**config.mk**
```make
export PLATFORM = sky130hd
export DESIGN_NAME = relu_scheduler_flat
export DESIGN_NICKNAME = d
export VERILOG_FILES = /design/src/rtl/cnn_pkg.sv /design/src/rtl/relu_scheduler_if.sv /design/src/rtl/relu_lane.sv /design/src/rtl/relu_scheduler.sv /design/src/flat_wrapper.sv
export SDC_FILE = /design/constraint.sdc
export NUM_CORES = 1
export LEC_CHECK = 0
export CORE_MARGIN = 2
export CORE_UTILIZATION = 30
export CTS_CLUSTER_SIZE = 30
export DETAILED_ROUTE_END_ITERATION = 8
export PLACE_DENSITY = 0.57
export SLEW_MARGIN = 20
export SYNTH_ARGS = -nofsm -noshare
export SYNTH_HDL_FRONTEND = slang
export SYNTH_SLANG_ARGS = --single-unit
```
**constraint.sdc**
```tcl
create_clock -name clk -period 1.7 [get_ports clk]
set_clock_uncertainty 0.05 [all_clocks]
set_input_delay 0.255 -clock clk [delete_from_list [all_inputs] [get_ports clk]]
set_output_delay 0.255 -clock clk [all_outputs]
set_load 0.01 [all_outputs]
```
**src/rtl/cnn_pkg.sv**
```systemverilog
// Shared CNN constants and types for the ReLU scheduling stage.
// Holds map geometry, element/address widths, the scheduler state encoding
// and the signed element type.
package cnn_pkg;

  localparam int unsigned RELU_DATA_WIDTH = 69;
  localparam int unsigned RELU_X          = 24;
  localparam int unsigned RELU_Y          = 24;
  localparam int unsigned RELU_NUM_CH     = 8;
  localparam int unsigned RELU_ADDR_W     = 13;

  typedef enum logic [1:0] {
    IDLE,
    RUN,
    DRAIN,
    DONE
  } relu_state_t;

  typedef logic signed [RELU_DATA_WIDTH-1:0] relu_data_t;

endpackage

```
**src/rtl/relu_scheduler_if.sv**
```systemverilog
// Buffer-side bus of the ReLU scheduler.
// Read side : rd_en/rd_addr towards the conv result buffer, rd_data back
//             (valid one cycle after rd_en).
// Write side: wr_en/wr_addr/wr_data towards the ReLU result buffer.
// master = scheduler, slave = buffers.
interface relu_scheduler_if
  import cnn_pkg::*;
#(
  parameter int unsigned DATA_WIDTH = RELU_DATA_WIDTH,
  parameter int unsigned ADDR_W     = RELU_ADDR_W
) ();

  logic                  rd_en;
  logic [ADDR_W-1:0]     rd_addr;
  logic [DATA_WIDTH-1:0] rd_data;
  logic                  wr_en;
  logic [ADDR_W-1:0]     wr_addr;
  logic [DATA_WIDTH-1:0] wr_data;

  modport master (
    output rd_en, rd_addr, wr_en, wr_addr, wr_data,
    input  rd_data
  );

  modport slave (
    input  rd_en, rd_addr, wr_en, wr_addr, wr_data,
    output rd_data
  );

endinterface

```
**src/rtl/relu_lane.sv**
```systemverilog
// Single ReLU lane: registered write stage of the scheduler pipeline.
// Ports: clk, rst_n (async active-low), flush (drop everything, back to
// reset values), valid/addr/data (stage-2 element), wr_en/wr_addr/wr_data
// (registered write), neg (registered: the written element was negative).
module relu_lane
  import cnn_pkg::*;
#(
  parameter int unsigned DATA_WIDTH = RELU_DATA_WIDTH,
  parameter int unsigned ADDR_W     = RELU_ADDR_W
) (
  input  logic                  clk,
  input  logic                  rst_n,
  input  logic                  flush,
  input  logic                  valid,
  input  logic [ADDR_W-1:0]     addr,
  input  logic [DATA_WIDTH-1:0] data,
  output logic                  wr_en,
  output logic [ADDR_W-1:0]     wr_addr,
  output logic [DATA_WIDTH-1:0] wr_data,
  output logic                  neg
);

  // Address/data hold their last value between writes.
  always_ff @(posedge clk or negedge rst_n) begin
    if (!rst_n) begin
      wr_en   <= 1'b0;
      wr_addr <= '0;
      wr_data <= '0;
      neg     <= 1'b0;
    end else if (flush) begin
      wr_en   <= 1'b0;
      wr_addr <= '0;
      wr_data <= '0;
      neg     <= 1'b0;
    end else begin
      wr_en <= valid;
      neg   <= valid & data[DATA_WIDTH-1];
      if (valid) begin
        wr_addr <= addr;
        wr_data <= data[DATA_WIDTH-1] ? '0 : data;
      end
    end
  end

endmodule

```
**src/rtl/relu_scheduler.sv**
```systemverilog
// Time-multiplexed ReLU sequencer: streams NUM_CH MAP_XxMAP_Y maps from the
// conv buffer through one ReLU lane into the ReLU buffer, one element/cycle.
// Ports: clk, rst_n (async active-low), start/pause/abort controls,
// bus (relu_scheduler_if.master: conv read + ReLU write), busy, done
// (one-cycle pulse), neg_count (zeroed elements of the last run).
// Optional: RELU_STATS_EN builds the saturating neg_count counter; without
// it neg_count is tied to 0.
module relu_scheduler
  import cnn_pkg::*;
#(
  parameter int unsigned DATA_WIDTH = RELU_DATA_WIDTH,
  parameter int unsigned MAP_X      = RELU_X,
  parameter int unsigned MAP_Y      = RELU_Y,
  parameter int unsigned NUM_CH     = RELU_NUM_CH,
  parameter int unsigned ADDR_W     = RELU_ADDR_W
) (
  input  logic              clk,
  input  logic              rst_n,
  input  logic              start,
  input  logic              pause,
  input  logic              abort,
  relu_scheduler_if.master  bus,
  output logic              busy,
  output logic              done,
  output logic [ADDR_W:0]   neg_count
);

  localparam int unsigned     NUM_ELEM  = NUM_CH * MAP_X * MAP_Y;
  localparam logic [ADDR_W-1:0] LAST_ADDR = ADDR_W'(NUM_ELEM - 1);

  relu_state_t       state_q, state_d;
  logic [ADDR_W-1:0] addr_q, addr_d;
  logic              rd_en_q, rd_en_d;
  logic [ADDR_W-1:0] rd_addr_q, rd_addr_d;
  logic              busy_q, busy_d;
  logic              done_q, done_d;
  logic              v2_q;
  logic [ADDR_W-1:0] a2_q;
  logic              flush;
  logic              clr_stats;

  logic                  lane_wr_en;
  logic [ADDR_W-1:0]     lane_wr_addr;
  logic [DATA_WIDTH-1:0] lane_wr_data;
  logic                  lane_neg;

  // Next-state and registered-output values.
  always_comb begin
    state_d   = state_q;
    addr_d    = addr_q;
    rd_en_d   = 1'b0;
    rd_addr_d = rd_addr_q;
    done_d    = 1'b0;
    flush     = 1'b0;
    clr_stats = 1'b0;

    unique case (state_q)
      IDLE: begin
        addr_d = '0;
        if (start && !abort) begin
          state_d   = RUN;
          clr_stats = 1'b1;
        end
      end
      RUN: begin
        if (!pause) begin
          rd_en_d   = 1'b1;
          rd_addr_d = addr_q;
          addr_d    = addr_q + ADDR_W'(1);
          if (addr_q == LAST_ADDR) state_d = DRAIN;
        end
      end
      // Drained once neither the read stage nor the data stage holds an element.
      DRAIN: begin
        if (!rd_en_q && !v2_q) begin
          state_d = DONE;
          done_d  = 1'b1;
        end
      end
      DONE: state_d = IDLE;
      default: state_d = IDLE;
    endcase

    if (abort && state_q != IDLE) begin
      state_d   = IDLE;
      addr_d    = '0;
      rd_en_d   = 1'b0;
      rd_addr_d = '0;
      done_d    = 1'b0;
      flush     = 1'b1;
    end

    // Registered from the current state so busy rises one cycle after start.
    busy_d = (state_d == RUN || state_d == DRAIN) && (state_q != IDLE);
  end

  // State, read stage and stage-2 carry registers.
  always_ff @(posedge clk or negedge rst_n) begin
    if (!rst_n) begin
      state_q   <= IDLE;
      addr_q    <= '0;
      rd_en_q   <= 1'b0;
      rd_addr_q <= '0;
      busy_q    <= 1'b0;
      done_q    <= 1'b0;
      v2_q      <= 1'b0;
      a2_q      <= '0;
    end else begin
      state_q   <= state_d;
      addr_q    <= addr_d;
      rd_en_q   <= rd_en_d;
      rd_addr_q <= rd_addr_d;
      busy_q    <= busy_d;
      done_q    <= done_d;
      v2_q      <= rd_en_q & ~flush;
      if (flush)        a2_q <= '0;
      else if (rd_en_q) a2_q <= rd_addr_q;
    end
  end

  relu_lane #(
    .DATA_WIDTH (DATA_WIDTH),
    .ADDR_W     (ADDR_W)
  ) u_lane (
    .clk     (clk),
    .rst_n   (rst_n),
    .flush   (flush),
    .valid   (v2_q),
    .addr    (a2_q),
    .data    (bus.rd_data),
    .wr_en   (lane_wr_en),
    .wr_addr (lane_wr_addr),
    .wr_data (lane_wr_data),
    .neg     (lane_neg)
  );

  assign bus.rd_en   = rd_en_q;
  assign bus.rd_addr = rd_addr_q;
  assign bus.wr_en   = lane_wr_en;
  assign bus.wr_addr = lane_wr_addr;
  assign bus.wr_data = lane_wr_data;
  assign busy        = busy_q;
  assign done        = done_q;

`ifdef RELU_STATS_EN
  localparam logic [ADDR_W:0] NEG_MAX = (ADDR_W+1)'(NUM_ELEM);
  logic [ADDR_W:0] neg_q;

  // Counts zeroed writes one cycle after they leave the lane; saturating.
  always_ff @(posedge clk or negedge rst_n) begin
    if (!rst_n) begin
      neg_q <= '0;
    end else if (flush || clr_stats) begin
      neg_q <= '0;
    end else if (lane_neg && neg_q != NEG_MAX) begin
      neg_q <= neg_q + (ADDR_W+1)'(1);
    end
  end

  assign neg_count = neg_q;
`else
  logic unused_stats;
  assign unused_stats = lane_neg | clr_stats;
  assign neg_count    = '0;
`endif

endmodule
```
**src/flat_wrapper.sv**
```systemverilog
// flat-port wrapper written by rule: the top's interface ports become plain ports
module relu_scheduler_flat import cnn_pkg::*;
#(
  parameter int unsigned DATA_WIDTH = RELU_DATA_WIDTH,
  parameter int unsigned MAP_X      = RELU_X,
  parameter int unsigned MAP_Y      = RELU_Y,
  parameter int unsigned NUM_CH     = RELU_NUM_CH,
  parameter int unsigned ADDR_W     = RELU_ADDR_W
)
  (clk, rst_n, start, pause, abort, busy, done, neg_count, bus_rd_en, bus_rd_addr, bus_wr_en, bus_wr_addr, bus_wr_data, bus_rd_data);
  relu_scheduler_if #(.DATA_WIDTH(DATA_WIDTH), .ADDR_W(ADDR_W)) bus_i ();
  input  logic clk;
  input  logic rst_n;
  input  logic start;
  input  logic pause;
  input  logic abort;
  output logic busy;
  output logic done;
  output logic [ADDR_W:0] neg_count;
  output wire logic [$bits(bus_i.rd_en)-1:0] bus_rd_en;
  output wire logic [$bits(bus_i.rd_addr)-1:0] bus_rd_addr;
  output wire logic [$bits(bus_i.wr_en)-1:0] bus_wr_en;
  output wire logic [$bits(bus_i.wr_addr)-1:0] bus_wr_addr;
  output wire logic [$bits(bus_i.wr_data)-1:0] bus_wr_data;
  input wire logic [$bits(bus_i.rd_data)-1:0] bus_rd_data;
  assign bus_rd_en = bus_i.rd_en;
  assign bus_rd_addr = bus_i.rd_addr;
  assign bus_wr_en = bus_i.wr_en;
  assign bus_wr_addr = bus_i.wr_addr;
  assign bus_wr_data = bus_i.wr_data;
  assign bus_i.rd_data = bus_rd_data;
  relu_scheduler #(.DATA_WIDTH(DATA_WIDTH), .MAP_X(MAP_X), .MAP_Y(MAP_Y), .NUM_CH(NUM_CH), .ADDR_W(ADDR_W)) u_core (.clk(clk), .rst_n(rst_n), .start(start), .pause(pause), .abort(abort), .bus(bus_i), .busy(busy), .done(done), .neg_count(neg_count));
endmodule
```
# Word-level counts from Yosys, hierarchy flattened
# Index checks and enable logic that the tools add are counted.
# Widths: inputs -> output; s select.
# classes
addsub	1
n_eq_ne	8
muxes	27
bitwise_logic	2
reduce_logical	16
# ops
operator	n
$mux 69	2
$mux 13	9
$mux 68	1
$pmux 13 s2	1
$add 13x1->13 const B	1
$eq 13x13->1 const B	1
$mux 2	5
$mux 1	8
$pmux 2 s4	1
$reduce_bool 2->1	4
$eq 2x2->1 const B	3
$eq 2x1->1 const B	2
$logic_and 1x1->1	4
$reduce_and 2->1	2
$logic_not 1->1	3
$ne 3x2->1 const B	1
$reduce_bool 3->1	1
$logic_not 2->1	1
$ne 2x1->1 const B	1
$and 1x1->1	1
$logic_or 1x1->1	1
$not 1->1	1
# word_totals
ff_bits	128
input_bits	74
output_inout_bits	113

# Depth between registers and ports, before layout
# logic_depth
ltp_word	8
ltp_mapped	9
depth_no_buf	5

# Hierarchy
# A second synthesis with hierarchy kept.
# unflattened
hier_cells	432
hier_area_um2	5272.6
# by_module_without_submodules
mod	n_inst	cells_each	area_per_inst_um2
relu_lane	1	207	3074.2
relu_scheduler	1	225	2198.4

# Worst setup path before layout
# No wires, ideal clock.
# synth_timing
path_kind	flip-flop to flip-flop
startpoint	register u_core.state_q[1]
endpoint	register u_core.addr_q[7]
setup_ps	82
arrival_ps	1458
slack_ps	111
path_stages_with_launch	6
period_less_slack_ps	1589
cell_sequence	dfrtp_1 -> buf_2 -> a21oi_2 -> nor2_1 -> or4_1 -> a31oi_1
# synth_between
elab_chain_len	4
elab_cells_between_ends	9
classes_between	eq/ne: 2; mux: 2; reduce/logical: 5
# synth_lines
item	line	rtl
from (decl)	relu_scheduler.sv:31	relu_state_t state_q, state_d;
from (signal assigned)	relu_scheduler.sv:109	state_q <= state_d;
$reduce_bool 2->1	relu_scheduler.sv:84	if (abort && state_q != IDLE) begin
$logic_and 1x1->1	relu_scheduler.sv:84	
$ne 3x2->1 (no source line) / $reduce_bool 3->1 (equally long branches)	--	
$reduce_and 2->1 (no source line)	--	
to (signal assigned)	relu_scheduler.sv:110	addr_q <= addr_d;
to (decl)	relu_scheduler.sv:32	logic [ADDR_W-1:0] addr_q, addr_d;
# Parallel ways exist; a longest one is shown, timed or not.
# A chain may end at the register's enable or synchronous reset.

# Worst setup path after layout
# layout_timing
startpoint	register u_core.rd_addr_q[8], in the netlist u_core.bus.rd_addr[8]
endpoint	output port bus_rd_addr[8]
# layout_rtl
item	line	rtl
from (decl)	relu_scheduler.sv:34	logic [ADDR_W-1:0] rd_addr_q, rd_addr_d;
from (signal assigned)	relu_scheduler.sv:112	rd_addr_q <= rd_addr_d;
to (decl)	flat_wrapper.sv:21	output wire logic [$bits(bus_i.rd_addr)-1:0] bus_rd_addr;
# No word-level cell between the ends.

==> results.yml <==
die:
  num_io_pins: 187
  die_w_um: 135
  core_um2: 16700
  std_cell_rows: 47
  die_h_um: 135
  start_util: 0.309
  die_area_um2: 18200
power_and_ir_drop:
  peakVddDrop_mv: 0.686
  power_mw: 8.20
  leakagePower_nw: 3.61
  p_per_area_nw_per_um2: 1030
placement:
  gp_congestion: 0.891
  portBuffers: 171
  pre_cts_ws_ps: -165
  place_inst: 815
  dp_hpwl_mm: 10.5
run_status:
  outcome: "finished, final reports clean"
worst_setup_path:
  worst-path-max-fanout: 3
  crit_family: "buffers and inverters"
  cp_cell_sequence: "clkdlybuf4s50_1"
  startpoint_type: "flop"
  slowest_stage: "clkdlybuf4s50_1"
  worst-setup-path-type: "flop to primary output"
  cp_slowest_stage_delay_ps: 570
  crit_start: "u_core.bus.rd_addr[8]"
  worstPathArrival_ps: 1370
  end_kind: "primary output"
  path_buf_inv: 1
  cp.required_ps: 1390
  r2r-start: "u_core.addr_q[4]"
clocking:
  clock_latency_ps: 420
  path_clk_slew_ps: 60
  numClockSinks: 127
  cts_root_buf: "clkbuf_16"
  cts_buffer_depth: 2
  cts_buffers: 17
  htreeDepth: 4
  tritoncts: "done"
synth:
  postSynthAreaPerCell_um2: 12.2
  synthArstFlopShare: 1.00
  synth_cells: 421
  ys_ff_latch: 127
  synth_edf_count: 0
  synth_cell_types: 41
  synth.yosys.seq_area_share: 0.617
  ys_warn_count: 0
  syn-cell-area_um2: 5150
  synth-main-ff-cell: "dfrtp_1"
routing:
  drc_errors: 0
  avgViaCountPerCell: 4.90
  dr.pass1.iters: 5
  wl_met3_mm: 1.11
  ant_nets: 0
  wl_per_cell_um: 17.4
  wl_mm: 14.8
  wl_met1_mm: 6.46
  drt_iter0_markers: 228
  dr_wl_met2_mm: 6.91
  route.vias.total: 4168
  top_layer: "met4"
timing:
  hold_violations: 0
  fmax_mhz: 598
  setup_viol: 0
  post-route-min-period_ps: 1670
  fin_ws_ps: 28.9
  drv_slew: 0
  fin_crit_sh: 0.983
final_layout:
  register_area_um2: 3180
  drive_gt1_frac: 0.132
  syn_to_final_growth_pct: 54.8
  antenna_cells: 0
  num-nets-final: 693
  final_cells: 851
  multiInputGateArea_um2: 1750
  fill_cells: 1516
grt:
  first_global_vias: 4144
  grt_pass1_wl_mm: 23.1
  antenna_found_initial: 0
  grt_overflow_total: 0
  grt_start_max_net_pins: 85
  groute.usage.overall: 0.164
worst_hold_path:
  hold_path.class: "input pin to async pin"
job:
  cap_violations: 0
## final cells by class
type,instances,area share
Clock inverter,14,0.0298
Timing Repair Buffer,210,0.260
Clock buffer,18,0.0551
Sequential cell,127,0.399
Multi-Input combinational cell,259,0.220
Tap cell,220,0.0345
Inverter,3,0.00188
## final timing paths
check | end | slack, ps | cells past startpoint
hold reg to reg | u_core.u_lane.wr_data[12] | 450 | 1
setup / recovery | bus_rd_addr[8] | 30 | 1
setup reg to reg | u_core.addr_q[11] | 40 | 4
max in group asynchronous | u_core.bus.rd_addr[8] | 800 | 3
min in group clk | u_core.u_lane.wr_data[37] | 380 | 2
hold / removal | u_core.u_lane.wr_data[55] | 150 | 2
## metal layers
| layer | global-route usage | vias to the layer above |
|---|---|---|
| met5 | 0 | - |
| met3 | 0.0488 | 26 |
| met4 | 0.0747 | 0 |
| met2 | 0.254 | 175 |
| met1 | 0.214 | 2072 |
| li1 | - | 1895 |
## logic make-up after synthesis
logic type | share of synthesized area
AND/OR/NAND/NOR | 0.0935
adder cells (fa/ha/maj) | 0.00243
XOR/XNOR | 0.00340
buffers and inverters | 0.0554
AO/OA/AOI/OAI | 0.171
multiplexers | 0.0568
flip-flops | 0.617
other | 0.000728
## state kept, by name, summed over array words and instances, names as in the netlist
signal and count:
u_core.v2_q 1, u_core.bus.rd_addr 13, u_core.bus.rd_en 1, u_core.done 1
u_core.addr_q 13, u_core.busy 1, u_core.u_lane.wr_data 68, u_core.a2_q 13
u_core.u_lane.wr_addr 13, u_core.state_q 2, u_core.u_lane.wr_en 1
## synth_stat cells, types with 2 or more instances
cell type | number | share of area
nor2b_1 | 3 | 0.0036
a31oi_1 | 2 | 0.0024
nand2_1 | 27 | 0.020
mux2_2 | 2 | 0.0044
buf_4 | 16 | 0.023
a22oi_1 | 8 | 0.012
buf_6 | 3 | 0.0066
nand4_1 | 5 | 0.0061
and2_1 | 2 | 0.0024
inv_1 | 3 | 0.0022
dfrtp_1 | 127 | 0.62
or4_1 | 4 | 0.0058
nand2b_1 | 4 | 0.0049
xor2_1 | 2 | 0.0034
o211ai_1 | 5 | 0.0073
and3_1 | 3 | 0.0036
mux2i_1 | 27 | 0.052
o21ai_0 | 9 | 0.0087
nor2_1 | 39 | 0.028
or3_1 | 2 | 0.0024
buf_2 | 15 | 0.015
nand3_1 | 5 | 0.0049
clkbuf_1 | 12 | 0.0087
a21oi_1 | 11 | 0.011
a22o_1 | 69 | 0.12
## stage by stage
stage | setup TNS, ps | hold WS (ps) | instance area (um^2) | util
2_1_floorplan | 0 | -90.6 | 5200 | -
3_3_place_gp | -6820 | 26.9 | 7270 | 0.435
3_5_place_dp | -7950 | 24.6 | 7270 | 0.435
4_1_cts | 0 | 134 | 7970 | 0.477
5_1_grt | -1.03 | 153 | 7980 | 0.478
6_report | 0 | 148 | 7980 | 0.478
## layout by cell type, fill, tap and decap left out, types with 2 or more instances in the layout
cell / count
clkbuf_16: 17
dfrtp_1: 126
conb_1: 15
nor2_1: 39
mux2i_1: 27
o211ai_1: 5
nand2b_1: 4
and3_1: 3
and2_1: 2
buf_4: 33
dlymetal6s2s_1: 3
bufinv_16: 6
clkinv_2: 2
nand2_1: 27
clkdlybuf4s50_1: 159
or3_1: 2
inv_1: 2
or4_1: 4
xor2_1: 2
buf_12: 6
dlygate4sd2_1: 8
nor2b_1: 2
clkinvlp_4: 5
a21oi_1: 11
a31oi_1: 2
a22oi_1: 8
mux2_2: 2
a22o_1: 69
o21ai_0: 9
nand4_1: 5
nand3_1: 5
## report_power, final
| part | internal, mW | switching [mW] | total, mW |
|---|---|---|---|
| clock | 2.79 | 1.38 | 4.17 |
| sequential | 3.13 | 0.0637 | 3.20 |
| combinational | 0.473 | 0.361 | 0.834 |
## repair_timing
action	CTS	global route
endpoints found under the hold margin	127	0
buffers inserted	3	0
resized for setup	9	4
hold buffers	1	0
endpoints found under the setup margin	11	5
Power figures use the tool's default switching activity.
